<file path="src/rtl/div_unit.sv">
// Multi-cycle radix-2 restoring divider (DIV/DIVU), one quotient bit per cycle.
// Optional macro DIV_ZERO_FAST_EN: a zero divisor completes in one cycle with a zero result.
module div_unit #(
    parameter int DATA_W = 32
) (
    input  logic                  clk,
    input  logic                  rst,
    input  logic                  signed_div_i,
    input  logic [DATA_W-1:0]     opdata1_i,
    input  logic [DATA_W-1:0]     opdata2_i,
    input  logic                  start_i,
    input  logic                  annul_i,
    output logic [2*DATA_W-1:0]   result_o,
    output logic                  ready_o
);

    localparam int CNT_W = $clog2(DATA_W);
    localparam logic [CNT_W-1:0]  CNT_LAST = CNT_W'(DATA_W - 1);
    localparam logic [CNT_W-1:0]  CNT_ONE  = CNT_W'(1);
    localparam logic [DATA_W-1:0] ONE      = DATA_W'(1);

    typedef enum logic [1:0] {
        IDLE = 2'd0,
        BUSY = 2'd1,
        DONE = 2'd2
    } state_t;

    state_t            state;
    logic [CNT_W-1:0]  cnt;
    logic [DATA_W-1:0] dividend;   // shifts out dividend bits, shifts in quotient bits
    logic [DATA_W-1:0] divisor;
    logic [DATA_W:0]   partial;
    logic              qneg;
    logic              rneg;

    logic              op1_neg;
    logic              op2_neg;
    logic [DATA_W-1:0] op1_abs;
    logic [DATA_W-1:0] op2_abs;
    logic [DATA_W:0]   shifted;
    logic [DATA_W+1:0] trial;
    logic              q_bit;
    logic [DATA_W:0]   partial_nxt;
    logic [DATA_W-1:0] quot_nxt;
    logic [DATA_W-1:0] quot_fix;
    logic [DATA_W-1:0] rem_fix;

    assign op1_neg = signed_div_i & opdata1_i[DATA_W-1];
    assign op2_neg = signed_div_i & opdata2_i[DATA_W-1];
    assign op1_abs = op1_neg ? (~opdata1_i + ONE) : opdata1_i;
    assign op2_abs = op2_neg ? (~opdata2_i + ONE) : opdata2_i;

    // Top bit of the widened subtraction is the sign of the trial remainder.
    assign shifted     = {partial[DATA_W-1:0], dividend[DATA_W-1]};
    assign trial       = {1'b0, shifted} - {2'b00, divisor};
    assign q_bit       = ~trial[DATA_W+1];
    assign partial_nxt = q_bit ? trial[DATA_W:0] : shifted;
    assign quot_nxt    = {dividend[DATA_W-2:0], q_bit};
    assign quot_fix    = qneg ? (~quot_nxt + ONE) : quot_nxt;
    assign rem_fix     = rneg ? (~partial_nxt[DATA_W-1:0] + ONE) : partial_nxt[DATA_W-1:0];

    always_ff @(posedge clk) begin
        if (rst) begin
            state    <= IDLE;
            cnt      <= '0;
            dividend <= '0;
            divisor  <= '0;
            partial  <= '0;
            qneg     <= 1'b0;
            rneg     <= 1'b0;
            result_o <= '0;
            ready_o  <= 1'b0;
        end else if (annul_i) begin
            state    <= IDLE;
            result_o <= '0;
            ready_o  <= 1'b0;
        end else begin
            case (state)
                IDLE: begin
                    ready_o  <= 1'b0;
                    result_o <= '0;
                    if (start_i) begin
`ifdef DIV_ZERO_FAST_EN
                        if (opdata2_i == '0) begin
                            state   <= DONE;
                            ready_o <= 1'b1;
                        end else begin
                            state <= BUSY;
                        end
`else
                        state <= BUSY;
`endif
                        dividend <= op1_abs;
                        divisor  <= op2_abs;
                        qneg     <= op1_neg ^ op2_neg;
                        rneg     <= op1_neg;
                        partial  <= '0;
                        cnt      <= '0;
                    end
                end
                BUSY: begin
                    partial  <= partial_nxt;
                    dividend <= quot_nxt;
                    cnt      <= cnt + CNT_ONE;
                    if (cnt == CNT_LAST) begin
                        state    <= DONE;
                        result_o <= {rem_fix, quot_fix};
                        ready_o  <= 1'b1;
                    end
                end
                DONE: begin
                    if (!start_i) begin
                        state    <= IDLE;
                        result_o <= '0;
                        ready_o  <= 1'b0;
                    end
                end
                default: begin
                    state    <= IDLE;
                    result_o <= '0;
                    ready_o  <= 1'b0;
                end
            endcase
        end
    end

endmodule

</file>
<file path="config.mk">
export PLATFORM = sky130hd
export DESIGN_NAME = div_unit
export DESIGN_NICKNAME = d
export VERILOG_FILES = /design/src/rtl/div_unit.sv
export SDC_FILE = /design/constraint.sdc
export NUM_CORES = 1
export LEC_CHECK = 0
export CAP_MARGIN = 40
export CORE_MARGIN = 4
export CORE_UTILIZATION = 40
export CTS_BUF_LIST = sky130_fd_sc_hd__clkbuf_2
export DETAILED_ROUTE_END_ITERATION = 16
export PLACE_DENSITY = 0.69
export REMOVE_ABC_BUFFERS = 1
export SLEW_MARGIN = 15
export SYNTH_ARGS = -nofsm -noshare
export SYNTH_HDL_FRONTEND = slang
export SYNTH_SLANG_ARGS = --single-unit
</file>
<file path="constraint.sdc">
create_clock -name clk -period 6.6 [get_ports clk]
set_input_delay 1.32 -clock clk [delete_from_list [all_inputs] [get_ports clk]]
set_output_delay 1.32 -clock clk [all_outputs]
set_load 0.01 [all_outputs]
</file>
# Yosys cells after proc, flatten, opt, wreduce, memory -nomap -nowiden
# Cells that the tools add are included.
# Widths: inputs -> output; s select.
[word_totals] inputBits=69 rom_bits=0 latch_bits=0 mem_count=0 mem_bits_rw=0 out_inout_bits=65 register_bits=170 elab_cells=58
[op_classes] eq_ne=6 multipliers=0 reduce_logical=7 bitwise_logic=9 n_div=0 n_addsub=6 n_shift=0 order_cmp=0 mux=21
[op_table] cell="$mux 32" count=7
[op_table] cell="$add 32x1->32 const B" count=4
[op_table] cell="$mux 64" count=2
[op_table] cell="$not 32->32" count=4
[op_table] cell="$pmux 32 s2" count=2
[op_table] cell="$pmux 64 s2" count=1
[op_table] cell="$sub 33x32->34" count=1
[op_table] cell="$pmux 5 s2" count=1
[op_table] cell="$reduce_and 3->1" count=3
[op_table] cell="$mux 2" count=3
[op_table] cell="$ne 2x2->1 const B" count=3
[op_table] cell="$pmux 2 s3" count=1
[op_table] cell="$add 5x1->5 const B" count=1
[op_table] cell="$eq 5x5->1 const B" count=1
[op_table] cell="$mux 5" count=1
[op_table] cell="$and 1x1->1" count=2
[op_table] cell="$eq 2x1->1 const B" count=1
[op_table] cell="$eq 2x2->1 const B" count=1
[op_table] cell="$logic_not 2->1" count=1
[op_table] cell="$mux 1" count=2
[op_table] cell="$not 1->1" count=2
[op_table] cell="$pmux 1 s2" count=1
[op_table] cell="$reduce_and 2->1" count=1
[op_table] cell="$reduce_bool 2->1" count=1
[op_table] cell="2 further kinds" count=2

# Depth between registers and ports, before layout
[depth] word_depth=7 ltp_mapped=24 ltp_nobuf=19

# Worst setup path before layout
# Ideal clock, no wire load.
[synth_path] path_kind="register to register" from="register divisor[11]" to="register result_o[62]" arrival_ns=4.517 slack_ns=1.958 path_buffers=4 setup_time_ns=0.126 path_stages_with_launch=22 t_required_ns=6.474 period_less_slack_ns=4.642 cell_sequence="dfxtp_1 -> inv_1 -> ha_1 -> buf_2 -> nand4_2 -> or2_4 -> a211oi_4 -> o31ai_2 -> nand2_4 -> buf_2 -> buf_2 -> buf_2 -> mux2i_1 -> ha_1 -> nand2_1 -> a211o_1 -> or4b_1 -> o21ai_2 -> nand4_1 -> o41ai_1 -> xor2_1 -> o21ai_1"
[synth_between] elab_chain_cells=7
[synth_lines] element="start: declaration" line_no="31" text="logic [DATA_W-1:0] divisor;"
[synth_lines] element="start signal: assignment" line_no="94" text="divisor <= op2_abs;"
[synth_lines] element="$sub 33x32->34 *" line_no="55" text="assign trial = {1'b0, shifted} - {2'b00, divisor};"
[synth_lines] element="$mux 32 *" line_no="57" text="assign partial_nxt = q_bit ? trial[DATA_W:0] : shifted;"
[synth_lines] element="$not 32->32" line_no="60" text="assign rem_fix = rneg ? (~partial_nxt[DATA_W-1:0] + ONE) : partial_nxt[DATA_W-1:0];"
[synth_lines] element="$add 32x1->32" line_no="60"
[synth_lines] element="$mux 32 *" line_no="60"
[synth_lines] element="$mux 64 *" line_no="105" text="if (cnt == CNT_LAST) begin"
[synth_lines] element="$pmux 64 s2 *" line_no="78" text="case (state)"
[synth_lines] element="end signal: assignment" line_no="107" text="result_o <= {rem_fix, quot_fix};"
[synth_lines] element="end: declaration" line_no="13" text="output logic [2*DATA_W-1:0] result_o,"
# Mark *: on every way between the ends. The rest lies on a longest branch, timed or not. The select of a mux whose other input is x is not followed.
# A chain may end at the register's enable or synchronous reset.

# Worst setup path after layout
[layout_path] from="register divisor[4]" to="register result_o[58]"
# Same word-level chain as after synthesis.

==> out/qor.txt <==
Total die area - 31700 um^2
Lkg Pwr - 4.94 nW
CTS HTree Levels - 4
Final Slew Violations - 0
Tcrit/Tclk final - 0.795
Cts-stage hold buffer count - 0
DR vias - 11400
Detailed Routing Iterations Pass 1 - 6
Global-route wire length before repair - 55500 um
Post-DR vias/cell - 5.77
Critical path class - flop to flop
Minimum clock period after layout - 5.25 ns
Portion of total power attributed to sequential cells - 0.470
RSZ-0062 raised after global routing - no
Post-CTS Resized - 0
Core footprint - 28600 um^2
Crit-path cells - inv_1 > ha_1 > a21oi_2 > and2_1 > a211oi_4 > o31ai_2 > nand2_4 > o21ai_0 > ha_1 > nand2_1 > a211o_1 > or4b_1 > o21ai_2 > nand2_1 > o41ai_1 > xnor2_1 > o21ai_1
Signal arrival time at the worst endpoint - 5.93 ns
Clock latency at the later pin of the worst-skew pair - 0.79 ns
Vias in the first global route - 10400
Slew Limit Headroom - 0.392
Post-route cell area - 13400 um^2
Library cells used by synthesis - 92
Share of flip-flops with an asynchronous set or reset after synthesis - 0
Remaining routing DRC violations - 0
Initial Utilization - 0.404
Power after layout - 2.31 mW
Worst clock skew - 0.0460 ns
Most instantiated flip-flop cell in the synthesis netlist - dfxtp_1
Clock tree from TritonCTS - done
Clk pwr share - 0.257
Horiz. Die Dim - 178 um
Worst IR drop on VDD - 0.0807 mV
Rows - 62
Max FO, Critical Path - 54
Maxcap violations - 0
Placed Area - 13100 um^2
Worst Hold Path Cells - 2
Worst-margin pin slew - 0.901 ns
Instance count of the mapped netlist - 1509
Top-count cell post-synth - nor2_1
Final Hold Fails - 0
Family with the most delay on the worst path - compound AO/OA/AOI/OAI gates
Global placement routability congestion - 0.913
Initial antenna violation count - 2
Aggregate global routing overflow - 0
Critical path depth - 17
Maximum clock path buffer count - 2
Number of endpoints failing setup at the final stage - 0
Outcome - complete, no violations
Proportion of synthesized chip area in sequential cells - 0.294
Post-synthesis cell type with the largest combined area - dfxtp_1
Setup Buffers After CTS - 0
Number of flops mapped to enable cells by yosys - 0
Overall routing resource usage - 0.218
Pin count of the biggest net entering global routing - 89
Highest clock rate - 191 MHz
Switching power - 0.825 mW
Port-buffer cells - 133
Share of the synthesized area in the top cell type - 0.294
Portion of total power attributed to combinational logic - 0.273
Area grow syn2layout - 15.6%
DR WL/cell - 17.8 um
Die Y - 178 um
Top cell types by occurrence after synthesis - nor2_1 (230), dfxtp_1 (170), nand2_1 (130)
Avg Synthesized Cell Area - 7.67 um^2
Switching Share - 0.357
Leading post-synthesis cells by cell area - dfxtp_1 (29%), nor2_1 (7.5%), xnor2_1 (5.4%)
Flip-flop and latch count after synthesis - 170
Clock-pin slew of the registers on the worst-case setup and hold paths - 0.26 ns
Root buffer selected by CTS - clkbuf_2
Type of element launching the critical path - flop
Final layout net count - 1685
Sink Count - 170
Number of buffers created by CTS - 17
Hold/Removal Path Class - flop to flop
CP peak stage delay - 0.52 ns
Crit end category - flop
Boundary pin count - 134
Required time of the critical path - 7.28 ns
Sum of buffers and inverters on the critical path - 1
Initial detailed-routing violation count - 1070
Internal portion of total power - 1.48 mW
Ratio of cells with drive above 1 in the final layout - 0.0591
Antenna Violating Nets Remaining - 0
Power density cells - 172 nW/um^2
Slowest stage cell, crit path - or4b_1
Count of yosys warnings during synthesis - 0
Area of the mapped netlist - 11600 um^2
Post-DP HPWL - 26500 um
Wire length reported by the detailed router - 35200 um
Worst reg-to-reg path cell count - 17
-- per-stage QoR --
| stage | setup WS (ns) | std cells | TNS, ns | utilization | hold slack, ns |
|---|---|---|---|---|---|
| finish | 1.35 | 1975 | 0 | 0.467 | 0.468 |
| global route | 0.979 | 1975 | 0 | 0.467 | 0.490 |
| CTS | 1.46 | 1973 | 0 | 0.466 | 0.472 |
| detailed placement | 1.50 | 1941 | 0 | 0.458 | 0.445 |
| global placement | 1.64 | 1940 | 0 | 0.457 | 0.439 |
| floorplan | -0.250 | 1412 | -0.345 | - | 0.442 |
-- state kept, by name, summed over array words and instances, names as in the netlist --
| signal | flops |
|---|---|
| qneg | 1 |
| cnt | 5 |
| rneg | 1 |
| partial | 32 |
| state | 2 |
| divisor | 32 |
| result_o | 64 |
| ready_o | 1 |
| dividend | 32 |
-- tightest hold or removal path, stage by stage (launching register included) --
cell and delay (ns):
dfxtp_1 0.37, nand2_1 0.05, o21ai_1 0.05
-- power by group through the flow --
stage / clock network [mW] / logic (mW) / registers, mW
finish: 0.594 / 0.629 / 1.08
global route: 0.660 / 0.688 / 1.09
CTS: 0.614 / 0.618 / 1.08
detailed placement: 0 / 0.614 / 1.10
global placement: 0 / 0.609 / 1.10
floorplan: 0 / 0.415 / 1.10
-- cell usage in the layout, fill, tap and decap left out, types with 11 or more instances in the layout --
cell and n:
xnor2_1 71, o21ai_1 11, buf_4 12, a211oi_1 35, or2_2 11, inv_1 50
nand2_1 130, nor3_1 30, dfxtp_1 170, o21ai_0 81, a21oi_1 90, o41ai_1 13
clkbuf_2 17, a31oi_1 11, xor2_1 59, or4_1 11, a22oi_1 60, clkdlybuf4s50_1 132
nand3_1 21, and3_1 11, nor2_1 229, or3_1 34, o31ai_1 26, ha_1 38
o21a_1 13, a222oi_1 23, nand2b_1 14
-- final timing paths --
| check | end | startpoint | slack (ns) |
|---|---|---|---|
| max reg2reg | result_o[58]$_SDFFE_PP0P_ | divisor[4]$_SDFFE_PP0P_ | 1.35 |
| min reg2reg | result_o[59]$_SDFFE_PP0P_ | result_o[59]$_SDFFE_PP0P_ | 0.47 |
| min | result_o[59]$_SDFFE_PP0P_ | result_o[59]$_SDFFE_PP0P_ | 0.47 |
| max | result_o[58]$_SDFFE_PP0P_ | divisor[4]$_SDFFE_PP0P_ | 1.35 |
-- layer usage --
layer | GRT usage | wire [um] | vias up
li1 | - | - | 5600
met1 | 0.305 | 16000 | 5333
met2 | 0.337 | 15800 | 393
met3 | 0.0297 | 2070 | 77
met4 | 0.0877 | 1270 | 2
met5 | 0 | 20 | -
-- cells by family (layout without fill, tap and decap cells) --
logic type / count (synthesis) / count (layout) / synth area share
multiplexers: 16 / 16 / 0.0155
flip-flops: 170 / 170 / 0.294
AO/OA/AOI/OAI: 451 / 451 / 0.271
AND/OR/NAND/NOR: 555 / 555 / 0.225
adder cells (fa/ha/maj): 39 / 39 / 0.0428
XOR/XNOR: 130 / 130 / 0.0984
other: 0 / 1 / 0
buffers and inverters: 148 / 229 / 0.0531
-- layout make-up --
type | instances | area (um^2)
Antenna cell | 1 | 2.50
Tap cell | 384 | 480
Sequential cell | 170 | 3400
Multi-Input combinational cell | 1191 | 7590
Clock inverter | 15 | 163
Clock buffer | 17 | 85.1
Inverter | 51 | 191
Timing Repair Buffer | 146 | 1470
Fill cell | 2868 | 15200
Power figures use the tool's default switching activity.
